[src/rtl/swap_reg_arbiter.sv]
// Two-requester round-robin arbiter loading a pair of shift registers A/B, with an optional A<->B exchange.
// The exchange operation exists only when SWAP_REG_ARBITER_SWAP_EN is defined; otherwise swap_req is ignored.
module swap_reg_arbiter (
  input  logic       clock,
  input  logic       reset,
  input  logic       req1,
  input  logic [3:0] data1,
  input  logic       req2,
  input  logic [3:0] data2,
  input  logic       swap_req,
  output logic       gnt1,
  output logic       gnt2,
  output logic       busy,
  output logic [3:0] reg_a,
  output logic [3:0] reg_b,
  output logic [7:0] op_count
);

  typedef enum logic [1:0] {
    IDLE   = 2'd0,
    GRANT1 = 2'd1,
    GRANT2 = 2'd2,
    SWAP   = 2'd3
  } state_e;

  state_e     state_q, state_d;
  logic       prefer2_q, prefer2_d;  // 1: requester 2 wins the next tie
  logic [3:0] reg_a_q, reg_a_d;
  logic [3:0] reg_b_q, reg_b_d;
  logic [7:0] op_count_q, op_count_d;
  logic       swap_go;

`ifdef SWAP_REG_ARBITER_SWAP_EN
  assign swap_go = swap_req;
`else
  logic unused_swap_req;
  assign unused_swap_req = swap_req;
  assign swap_go         = 1'b0;
`endif

  // NOTE: sequential state uses non-blocking assignments so every register samples pre-edge values.
  always_ff @(posedge clock) begin
    if (reset) begin
      state_q    <= IDLE;
      prefer2_q  <= 1'b0;
      reg_a_q    <= 4'b0000;
      reg_b_q    <= 4'b0000;
      op_count_q <= 8'd0;
    end else begin
      state_q    <= state_d;
      prefer2_q  <= prefer2_d;
      reg_a_q    <= reg_a_d;
      reg_b_q    <= reg_b_d;
      op_count_q <= op_count_d;
    end
  end

  // NOTE: every combinational output gets a default first so no path infers a latch.
  always_comb begin
    state_d   = IDLE;
    prefer2_d = prefer2_q;
    case (state_q)
      IDLE: begin
        if (req1 && (!req2 || !prefer2_q)) begin
          state_d   = GRANT1;
          prefer2_d = 1'b1;
        end else if (req2) begin
          state_d   = GRANT2;
          prefer2_d = 1'b0;
        end else if (swap_go) begin
          state_d = SWAP;
        end
      end
      default: state_d = IDLE;
    endcase
  end

  always_comb begin
    reg_a_d    = reg_a_q;
    reg_b_d    = reg_b_q;
    op_count_d = op_count_q;
    case (state_q)
      GRANT1: begin
        reg_a_d    = data1;
        reg_b_d    = reg_a_q;
        op_count_d = op_count_q + 8'd1;
      end
      GRANT2: begin
        reg_a_d    = data2;
        reg_b_d    = reg_a_q;
        op_count_d = op_count_q + 8'd1;
      end
      SWAP: begin
        reg_a_d    = reg_b_q;
        reg_b_d    = reg_a_q;
        op_count_d = op_count_q + 8'd1;
      end
      default: ;
    endcase
  end

  always_comb begin
    gnt1     = (state_q == GRANT1);
    gnt2     = (state_q == GRANT2);
    busy     = (state_q != IDLE);
    reg_a    = reg_a_q;
    reg_b    = reg_b_q;
    op_count = op_count_q;
  end

endmodule

[config.mk]
export PLATFORM = sky130hd
export DESIGN_NAME = swap_reg_arbiter
export DESIGN_NICKNAME = d
export VERILOG_FILES = /design/src/rtl/swap_reg_arbiter.sv
export SDC_FILE = /design/constraint.sdc
export NUM_CORES = 1
export LEC_CHECK = 0
export ABC_AREA = 1
export ABC_CLOCK_PERIOD_IN_PS = 1200
export BUFFER_PORTS_ARGS = -buffer_cell sky130_fd_sc_hd__buf_2
export CAP_MARGIN = 0
export CORE_MARGIN = 4
export CORE_UTILIZATION = 35
export DETAILED_ROUTE_END_ITERATION = 8
export GPL_TIMING_DRIVEN = 0
export SLEW_MARGIN = 0
export SYNTH_ARGS = -nofsm -noshare
export SYNTH_HDL_FRONTEND = slang
export SYNTH_SLANG_ARGS = --single-unit
[constraint.sdc]
create_clock -name clock -period 1.2 [get_ports clock]
set_clock_uncertainty 0.15 [all_clocks]
set_input_delay 0.06 -clock clock [delete_from_list [all_inputs] [get_ports clock]]
set_output_delay 0.06 -clock clock [all_outputs]
set_load 0.02 [all_outputs]
Yosys cells after proc, flatten, opt, wreduce, memory -nomap -nowiden --
Index checks and enable logic that the tools add are counted.
Cells by class: add/sub/neg operators 1, multipliers 0, div/mod/pow operators 0, order comparisons 0, eq/ne operators 3, shift-type cells 0, mux-type cells 5, bitwise logic cells 1, reductions and logical operators 12
Operator list (number):
- 4-bit case mux with 3 select lines | 1
- 8-bit by 1-bit adder with 8-bit output, second input constant | 1
- 3-bit OR reduction | 2
- 2-bit equality test, second input constant | 2
- 2-bit nonzero test | 2
- 1-bit 2-to-1 mux | 3
- 3-bit nonzero test | 1
- 2-bit by 1-bit equality test with 1-bit output, second input constant | 1
- 1-bit zero test | 2
- 2-bit zero test | 1
- 2-bit 2-to-1 mux | 1
- 2-bit AND reduction | 1
- 2-bit OR reduction | 1
- 1-bit logical AND | 1
- 1-bit logical OR | 1
- 1-bit inverter | 1
Word-level totals: register bits 19, bits in latches 0, RAM bits 0, ROM bits 0, input port bits 13, output and inout port bits 19, logic and storage cells 28, memories 0

Depth between registers and ports, before layout --
Gate-level depths: netlist of the first run.
depth after elaboration 5, depth in mapped cells 7, gate-level depth less buffers 7

Worst setup path before layout of the first run --
Ideal clock, no wire load.
path type register to register, start register op_count_q[1], in the netlist op_count[1], end register op_count_q[6], in the netlist op_count[6], library setup time 64 ps, arrival 1060 ps, required time 986 ps, path slack -74 ps, cell stages (with the launch flop) 8, buffers on the path 0, clock period less this slack 1274 ps, path through dfxtp_1 -> ha_1 -> inv_1 -> nor2_4 -> nand3_1 -> nand2_1 -> inv_1 -> nor2_1
Between the ends: cells in the longest elaborated chain, start to end 1
RTL lines:
- start: declaration | RTL line 30 | logic [7:0] op_count_q, op_count_d;
- start signal: assignment | RTL line 54 | op_count_q <= op_count_d;
- 8-bit by 1-bit adder with 8-bit output | RTL line 86, 91, 96
No other way between the ends. A chain may end at the register's enable or synchronous reset.

Final worst setup path of the first run --
start register state_q[0], end output gnt1
Between the ends: cells in the longest elaborated chain, start to end 1
RTL lines:
- start: declaration | RTL line 26 | state_e state_q, state_d;
- start signal: assignment | RTL line 50 | state_q <= state_d;
- 2-bit by 1-bit equality test with 1-bit output | RTL line 103 | gnt1 = (state_q == GRANT1);
- end: declaration | RTL line 11 | output logic gnt1,
No other way between the ends.

==> results of run 1 <==
==> registers in the layout, summed over array words and instances, names as in the netlist <==
| name | count |
|---|---|
| op_count | 8 |
| prefer2_q | 1 |
| reg_a | 4 |
| reg_b | 4 |
| state_q | 2 |
==> path summary, 6_finish.rpt <==
path / endpoint / depth (start not counted)
worst max-delay path: gnt1 / 4
worst min-delay path: reg_b[1] / 5
worst max register to register: op_count[5] / 7
worst min register to register: state_q[0] / 1
==> layout make-up <==
type	count	area (µm²)	share of cell area [%]
repair buffers	53	381.6	27.53
clock buffers	4	26.28	1.895
plain buffers	3	27.53	1.986
inverters	16	66.31	4.783
well taps	28	35.03	2.527
flip-flops and latches	19	385.4	27.80
multi-input cells	80	464.2	33.48
==> routing by layer <==
layer / routed length [µm] / vias to the layer above / global-route usage, %
li1: - / 503 / -
met1: 1091 / 452 / 18.28
met2: 1293 / 25 / 26.32
met3: 130 / 2 / 4.677
met4: 12 / 0 / 4.305
met5: 0 / - / 0
==> power groups by stage <==
| stage | registers, mW | clock network [mW] | logic (mW) |
|---|---|---|---|
| 2_1_floorplan | 0.764 | 0 | 0.153 |
| 3_3_place_gp | 0.723 | 0 | 0.286 |
| 3_5_place_dp | 0.724 | 0 | 0.288 |
| 4_1_cts | 0.714 | 0.346 | 0.367 |
| 5_1_grt | 0.721 | 0.376 | 0.427 |
| 6_report | 0.713 | 0.329 | 0.392 |
==> placed cells by master (no fill, tap or decap), drive strengths merged <==
master	n
buf	43
nor2	23
nand2	19
dfxtp	19
inv	15
o21ai	15
dlygate4sd3	13
nand3	9
a31oi	4
a21oi	4
clkbuf	4
nand4	2
a211oi	2
clkinvlp	1
nor3	1
ha	1
==> kinds of logic (layout without fill, tap and decap cells) <==
kind of cell    count (synthesis)  after routing
simple gates                   54             54
compound gates                 25             25
buf+inv                        20             76
flops                          19             19
fa+ha+maj                       1              1
==> through the flow <==
step | setup TNS, ns | total power [mW]
finish | -1.165 | 1.434
global route | -2.408 | 1.523
CTS | -0.9901 | 1.426
detailed placement | -0.3513 | 1.012
global placement | -0.3928 | 1.009
floorplan | 0 | 0.9169
==> worst register-to-register path: stages (launching register included) <==
cell and delay [ns]:
dfxtp_2 0.34, buf_6 0.13, nor2_8 0.05, buf_8 0.13, nor2_4 0.17, nand3_2 0.10
nor2_2 0.10, nor2_1 0.05
==> timing repair <==
| item | CTS | global route |
|---|---|---|
| hold endpoints to repair | 8 | 0 |
| hold buffers | 13 | 0 |
| setup endpoints to repair | 20 | 21 |
| gates resized for setup | 28 | 8 |
| buffers inserted | 7 | 3 |
| pin swaps | 8 | 5 |
==> impl_metrics.toml, run 1 <==
[status]
outcome = "finished with violations"
violations = "negative setup slack"

[global_route]
grt_overflow = 0
grt_max_degree = 12
grt_pass1_vias = 964
grt_pass1_wl_mm = 4.119
antenna_found_initial = 0
grt_use_total_pct = 15.33

[sta]
holdWs_ns = 0.07397
fmax_mhz = 753.0
worst_slack_ns = -0.1280
worst_pin_slew_ns = 0.2089
final_hold_viol_count = 0
rsz0062_at_grt = "yes"
relSlewSlack_pct = 86.06
period_share_pct = 110.7
drv_slew = 0
final-setup-viol-count = 17
period_needed_ns = 1.328

[clock_network]
cts_max_path_buffers = 2
cts_tree = "built"
clk_pin_slew_ns = 0.11
clock_latency_ns = 0.29
cts_made_buffers = 3
htreeDepth = 1
clockRootBuffer = "clkbuf_4"
cts_sinks = 19

[place]
io_buffer_count = 30
dp_hpwl_mm = 1.614
place_ws_ns = -0.07846
place_congestion = 0.7242
postPlaceCellArea_mm2 = 0.001072
post-place-cells = 177

[synthesis]
synthCells = 119
synth_common_cells = "nor2_1 (20), dfxtp_1 (19), nand2_1 (19), inv_1 (15), o21ai_0 (12)"
syn_area_um2 = 884.6
dominantRegCellSynth = "dfxtp_1"
yosysMostFrequentCell = "nor2_1"
netlist.area_leader.share_pct = 43.00
synth_top_family_by_area = "simple AND/OR/NAND/NOR gates"
async_flop_share_pct = 0
synth_area_leaders = "dfxtp_1 (43%), nor2_1 (8.5%), nand2_1 (8.1%)"
synth_compound_area_share_pct = 15.70
synth_edf_count = 0
muxShareOfSynthArea_pct = 0
synth-adder-area-share_pct = 1.414
syn_area_per_cell_um2 = 7.434
synthSimpleGateAreaFrac_pct = 28.43
ys_types = 19
yosysSeqAreaShare_pct = 43.00
synth_fp_nets = 133
yosys_warnings = 0
synthXorXnorAreaFrac_pct = 0
ys_ff_latch = 19
synth_area_leader_cell = "dfxtp_1"

[worst_setup_path]
cp_slowest_stage_delay_ns = 0.34
path_cells = "buf_6 -> inv_1 -> nor2_4 -> buf_6"
path_class = "flop to primary output"
reg2reg_from = "state_q[0]"
path_buf_inv = 3
critical_path.max_fanout = 6
required_ns = 0.99
cpMaxStageDelayCell = "dfxtp_2"
crit_path_frequent_cell = "buf_6"
endpoint_kind = "primary output"
crit_start = "state_q[0]"
reg2reg_slack_ns = -0.11
cp-start-kind = "flop"
arrival_ns = 1.12
path_delay_family = "buffers and inverters"

[pwr]
swShare_pct = 31.26
p_comb_share_pct = 27.3
p_leak_nw = 0.6574
seqPwrFrac_pct = 49.7
p_sw_uw = 448.3
peakVddDrop_uv = 754.5
power_report.internal_total_uw = 985.7
clockPowerShare_pct = 23.0
power_density_mw_per_mm2 = 1034

[floorplan]
core_area_mm2 = 0.002297
start_util_pct = 38.51
core.rowCount = 17
die_h_um = 58.28
die_x_um = 58.28
io_pins = 32
dieArea_mm2 = 0.003396

[layout]
synthToLayoutAreaGrowth_pct = 56.72
drive_gt1_share_pct = 40.00
finalNetCount = 190
final_cells = 203
finalInstanceArea_mm2 = 0.001386
fin_util_pct = 60.35
n_antenna_cell = 0
fillers = 217

[routing]
drt-initial-drc-count = 23
wire_per_inst_um = 12.45
wirelength_mm = 2.528
antenna_left = 0
via_count = 982
via_per_inst = 4.837
drc_errors = 0
drt_first_pass_iters = 4

[worst_hold_path]
holdCritStartpoint = "reset"
hp-class = "input port to flop"

[flow_run]
maxCapViolCount = 0
(Power assumes the default switching activity.)
==> run 2, diff against run 1 <==
--- a/config.mk
+++ b/config.mk
@@ -13,6 +13,7 @@
 export CORE_UTILIZATION = 35
 export DETAILED_ROUTE_END_ITERATION = 8
 export GPL_TIMING_DRIVEN = 0
+export REMOVE_ABC_BUFFERS = 1
 export SLEW_MARGIN = 0
 export SYNTH_ARGS = -nofsm -noshare
 export SYNTH_HDL_FRONTEND = slang
==> run 2 against run 1 <==
Against the previous run: the run ends with negative hold slack, negative setup slack left; non-clock buffer count shrank 8; first-iteration DRC count shrank 52%; combinational power shrank 12%.
==> impl_metrics.toml, run 2 (same netlist as run 1, synthesis figures left out) <==
[global_route]
grt_pass1_vias = 866
grt_use_total_pct = 13.83
antenna_found_initial = 0
grt_pass1_wl_mm = 3.781
grt_max_degree = 17
grt_overflow = 0

[worst_setup_path]
reg2reg_slack_ns = -0.06
cp-start-kind = "flop"
reg2reg_from = "state_q[0]"
endpoint_kind = "primary output"
critical_path.max_fanout = 11
arrival_ns = 1.06
required_ns = 0.99
reg2regPathDepth = 5
path_class = "flop to primary output"
path_cells = "nor2_8 -> inv_4 -> buf_4"
rr_endpoint = "state_q[1]"
cpMaxStageDelayCell = "dfxtp_4"
cp_slowest_stage_delay_ns = 0.39

[worst_hold_path]
holdCritStartpoint = "reset"
hp-class = "input port to flop"
whs_path_depth = 2
whs_endpoint = "op_count[0]"

[layout]
drive_gt1_share_pct = 35.33
n_antenna_cell = 0
finalNetCount = 182
mostFrequentLayoutCells = "buf_2 (27), nor2_1 (19), nand2_1 (18)"
register_area_um2 = 390.4
final_cells = 195
largest_register_ffs = 8
multiInputGateArea_um2 = 441.7
fillers = 206
fin_util_pct = 56.21
final_common_cell = "buf_2"
synthToLayoutAreaGrowth_pct = 45.97

[clock_network]
ctsHoldBuffers = 10
htreeDepth = 1
cts_made_buffers = 3
clk_pin_slew_ns = 0.11
cts_tree = "built"
cts_max_path_buffers = 2
cts_sinks = 19
clockRootBuffer = "clkbuf_4"
clock_latency_ns = 0.29

[floorplan]
dieArea_mm2 = 0.003396
die_h_um = 58.28
die_x_um = 58.28
io_pins = 32
start_util_pct = 38.51
core_area_mm2 = 0.002297
core.rowCount = 17

[sta]
period_share_pct = 105.9
worst_pin_slew_ns = 0.4809
holdWs_ns = -0.1859
final_hold_viol_count = 3
fmax_mhz = 786.9
worst_slack_ns = -0.07083
final-setup-viol-count = 8
drv_slew = 0
rsz0062_at_grt = "yes"
relSlewSlack_pct = 67.90
period_needed_ns = 1.271

[flow_run]
maxCapViolCount = 0

[place]
place_congestion = 0.7178
io_buffer_count = 30
post-place-cells = 173
dp_hpwl_mm = 1.435

[routing]
wirelength_mm = 2.244
drc_errors = 0
via_per_inst = 4.795
drt-initial-drc-count = 11
antenna_left = 0
wire_per_inst_um = 11.51
via_count = 935
drt_first_pass_iters = 4

[pwr]
power_density_mw_per_mm2 = 1073
p_sw_uw = 429.1
clockPowerShare_pct = 23.2
p_leak_nw = 0.6208
power_report.internal_total_uw = 955.8
seqPwrFrac_pct = 51.8
p_comb_share_pct = 24.9
swShare_pct = 30.98
peakVddDrop_uv = 611.2

[status]
violations = "negative hold slack, negative setup slack"
outcome = "finished with violations"
-- run 2: area by class of cell --
cell class              instances  share of cell area [%]
clock buffers                   4                   2.035
repair buffers                 48                   25.78
inverters                      16                   5.039
flip-flops and latches         19                   30.23
multi-input cells              80                   34.21
well taps                      28                   2.713
-- run 2: worst max-delay path by stage --
stage | from | endpoint | cells after the start
6_report | state_q[0] | busy | 3
5_1_grt | state_q[0] | gnt1 | 3
4_1_cts | state_q[0] | op_count[7] | 7
3_5_place_dp | state_q[1] | op_count[5] | 5
3_3_place_gp | state_q[1] | reg_a[3] | 3
2_1_floorplan | op_count[1] | op_count[6] | 7
-- run 2: critical path, delay by kind of cell (launching register included) --
kind | cells | cell delay [ns]
buf+inv | 2 | 0.24
flops | 1 | 0.39
simple gates | 1 | 0.14
-- run 2: through the flow --
stage	TNS, ns	total power, mW	hold slack [ns]	cell area [µm²]	setup WS (ns)
after global placement	-1.001	0.9820	0.1100	1031	-0.1339
after CTS	-0.5148	1.366	-0.2036	1227	-0.06831
after detailed placement	-1.119	0.9897	0.1161	1031	-0.1297
after global routing	-1.287	1.467	-0.1930	1291	-0.1541
final	-0.3539	1.385	-0.1859	1291	-0.07083
after floorplan	-0.1877	0.8956	-0.01153	845.8	-0.07444
-- run 2: what timing repair did --
item / CTS / global route
buffers inserted: 5 / 3
hold endpoints to repair: 8 / 3
endpoints found under the setup margin: 21 / 16
resized for setup: 13 / 12
pin swaps: 3 / 4
-- run 2: power by group through the flow --
stage | registers, mW | logic, mW | clock network (mW)
after floorplan | 0.771 | 0.124 | 0
after global placement | 0.731 | 0.251 | 0
after detailed placement | 0.734 | 0.256 | 0
after CTS | 0.717 | 0.312 | 0.337
after global routing | 0.725 | 0.377 | 0.365
final | 0.718 | 0.345 | 0.322
-- run 2: routing by layer --
| layer | global-route usage [%] | vias to the layer above | wire (µm) |
|---|---|---|---|
| met4 | 2.318 | 0 | 34 |
| met1 | 16.85 | 414 | 998 |
| met5 | 0 | - | 0 |
| met3 | 3.563 | 4 | 137 |
| met2 | 24.56 | 29 | 1073 |
| li1 | - | 488 | - |
==> run 3, diff against run 2 <==
--- a/config.mk
+++ b/config.mk
@@ -5,14 +5,15 @@
 export SDC_FILE = /design/constraint.sdc
 export NUM_CORES = 1
 export LEC_CHECK = 0
-export ABC_AREA = 1
+export ABC_AREA = 0
 export ABC_CLOCK_PERIOD_IN_PS = 1200
-export BUFFER_PORTS_ARGS = -buffer_cell sky130_fd_sc_hd__buf_2
 export CAP_MARGIN = 0
 export CORE_MARGIN = 4
 export CORE_UTILIZATION = 35
 export DETAILED_ROUTE_END_ITERATION = 8
+export DONT_BUFFER_PORTS = 1
 export GPL_TIMING_DRIVEN = 0
+export MAX_ROUTING_LAYER = met4
 export REMOVE_ABC_BUFFERS = 1
 export SLEW_MARGIN = 0
 export SYNTH_ARGS = -nofsm -noshare
==> run 3 against run 2 <==
Against the previous run: the run still ends with negative hold slack, negative setup slack left; setup slack worse by 0.18 ns; power is 5.4% lower; flip-flop and latch count unchanged; sequential power grew 1%; register-to-register slack got worse by 0.19 ns; non-clock buffer count fell by 27; core utilization fell by 1.5 points; clock power barely moved; synthesized cell count shrank 31%; first-iteration DRC count increased by 82%; largest cell class unchanged.
==> impl_metrics.toml, run 3 <==
[clock_network]
cts_tree = "built"
cts_made_buffers = 3
cts_max_path_buffers = 2
clockRootBuffer = "clkbuf_4"
clock_latency_ns = 0.29
htreeDepth = 1
cts_sinks = 19
clk_pin_slew_ns = 0.11

[sta]
worst_pin_slew_ns = 0.3194
drv_slew = 0
fmax_mhz = 689.9
final_hold_viol_count = 19
relSlewSlack_pct = 78.48
setup_tns_ns = -2.804
worst_slack_ns = -0.2494
rsz0062_at_grt = "yes"
period_share_pct = 120.8
final-setup-viol-count = 22
period_needed_ns = 1.449
holdWs_ns = -0.3387

[synthesis]
yosysMostFrequentCell = "dfxtp_1"
dominantRegCellSynth = "dfxtp_1"
synth-adder-area-share_pct = 1.520
ys_ff_latch = 19
yosys_warnings = 0
syn_area_per_cell_um2 = 10.04
synth_edf_count = 0
syn_area_um2 = 823.3
synth_top_family_by_area = "simple AND/OR/NAND/NOR gates"
synthSimpleGateAreaFrac_pct = 17.48
yosysSeqAreaShare_pct = 46.20
synth_area_leaders = "dfxtp_1 (46%), mux4_2 (11%), a21oi_1 (6.1%)"
synthCells = 82
ys_types = 25
synth_area_leader_cell = "dfxtp_1"
synth_common_cells = "dfxtp_1 (19), nand2_1 (11), a21oi_1 (10), nor2b_1 (6)"
synthXorXnorAreaFrac_pct = 3.191
synth_compound_area_share_pct = 16.11
muxShareOfSynthArea_pct = 10.94
async_flop_share_pct = 0
netlist.area_leader.share_pct = 46.20

[layout]
synthToLayoutAreaGrowth_pct = 48.33
drive_gt1_share_pct = 61.54
final_common_cell = "buf_4"
largest_register_ffs = 8
finalNetCount = 119
mostFrequentLayoutCells = "buf_4 (13), dfxtp_1 (10), dfxtp_4 (8)"
finalInstanceArea_mm2 = 0.001221
n_antenna_cell = 0

[status]
outcome = "finished with violations"
violations = "negative hold slack, negative setup slack"

[pwr]
design_power_total_mw = 1.310
power_density_mw_per_mm2 = 1073
peakVddDrop_uv = 832.2
p_leak_nw = 0.4192

[routing]
drc_errors = 0
wire_per_inst_um = 16.84
wirelength_mm = 2.223
antenna_left = 0
via_count = 705
drt-initial-drc-count = 20
via_per_inst = 5.341
drt_first_pass_iters = 4

[floorplan]
start_util_pct = 36.86
core_area_mm2 = 0.002233
die_x_um = 56.50
die_h_um = 56.50
core.rowCount = 17
io_pins = 32
dieArea_mm2 = 0.003192

[worst_setup_path]
reg2reg_slack_ns = -0.25
reg2reg_from = "op_count[1]"
critical_path.max_fanout = 6
arrival_ns = 1.52
endpoint_kind = "flop"
reg2regPathDepth = 4
required_ns = 1.27
rr_endpoint = "op_count[6]"
path_class = "flop to flop"
cp-start-kind = "flop"

[worst_hold_path]
whs_path_depth = 1
holdCritStartpoint = "reset"
whs_endpoint = "op_count[5]"
hp-class = "input port to flop"

[place]
dp_hpwl_mm = 1.186
place_congestion = 0.7122
io_buffer_count = 0
postPlaceCellArea_um2 = 832.0

[global_route]
grt_max_degree = 20
grt_pass1_wl_mm = 3.394
antenna_found_initial = 0
grt_overflow = 0
grt_pass1_vias = 703
grt_use_total_pct = 13.67

[flow_run]
maxCapViolCount = 0
-- run 3: repair_timing --
item,4_1_cts,5_1_grt
resized for setup,38,20
endpoints found under the hold margin,19,19
gates cloned,1,0
setup buffers,16,5
pin swaps,14,7
endpoints found under the setup margin,22,22
-- run 3: routing by layer --
layer  vias up  wire length [µm]  track usage, %
met4         0                17           2.034
met2        14              1149           23.60
met3         2               101           4.138
met5         -                 0               -
li1        336                 -               -
met1       353               954           15.87
-- run 3: through the flow --
stage               utilization, %  worst slack [ns]  instances
finish                       54.68           -0.2494        132
global route                 54.68           -0.2938        132
CTS                          49.52           -0.1832        127
detailed placement           37.25           -0.5521        106
global placement             37.25           -0.5173        106
floorplan                        -           -0.4012         78
-- run 3: final cells by class --
cell class | instances | area, µm²
tap | 28 | 35.03
clock buffer | 3 | 22.52
fill | 181 | 1012
timing repair inverter | 1 | 3.754
inverter | 3 | 18.77
timing repair buffer | 21 | 200.2
multi-input combinational | 56 | 524.3
sequential | 19 | 411.6
clock inverter | 1 | 5.005
-- run 3: cells by family after synthesis --
kind of cell    after synthesis
compound gates               20
xor+xnor                      3
fa+ha+maj                     1
buf+inv                       7
flops                        19
mux                           4
simple gates                 28
-- run 3: how the worst max path moves through the flow --
stage          cells past startpoint           to        start  slack (ns)
2_1_floorplan                      3  op_count[7]   state_q[1]       -0.40
3_3_place_gp                       3  op_count[7]   state_q[1]       -0.52
3_5_place_dp                       3  op_count[7]   state_q[1]       -0.55
4_1_cts                            3     reg_a[3]   state_q[1]       -0.18
5_1_grt                            4  op_count[6]  op_count[1]       -0.29
6_report                           4  op_count[6]  op_count[1]       -0.25
-- run 3: worst max-delay path: stages, from the launching register on --
cell and delay (ns):
dfxtp_4 0.45, ha_4 0.17, inv_2 0.04, or4_1 0.41
a21oi_1 0.16
-- run 3: where the power goes --
part           internal, mW  total, mW  switching, mW
logic                 0.153      0.263          0.110
registers             0.652      0.726         0.0744
clock network         0.124      0.321          0.198
total                 0.928       1.31          0.382
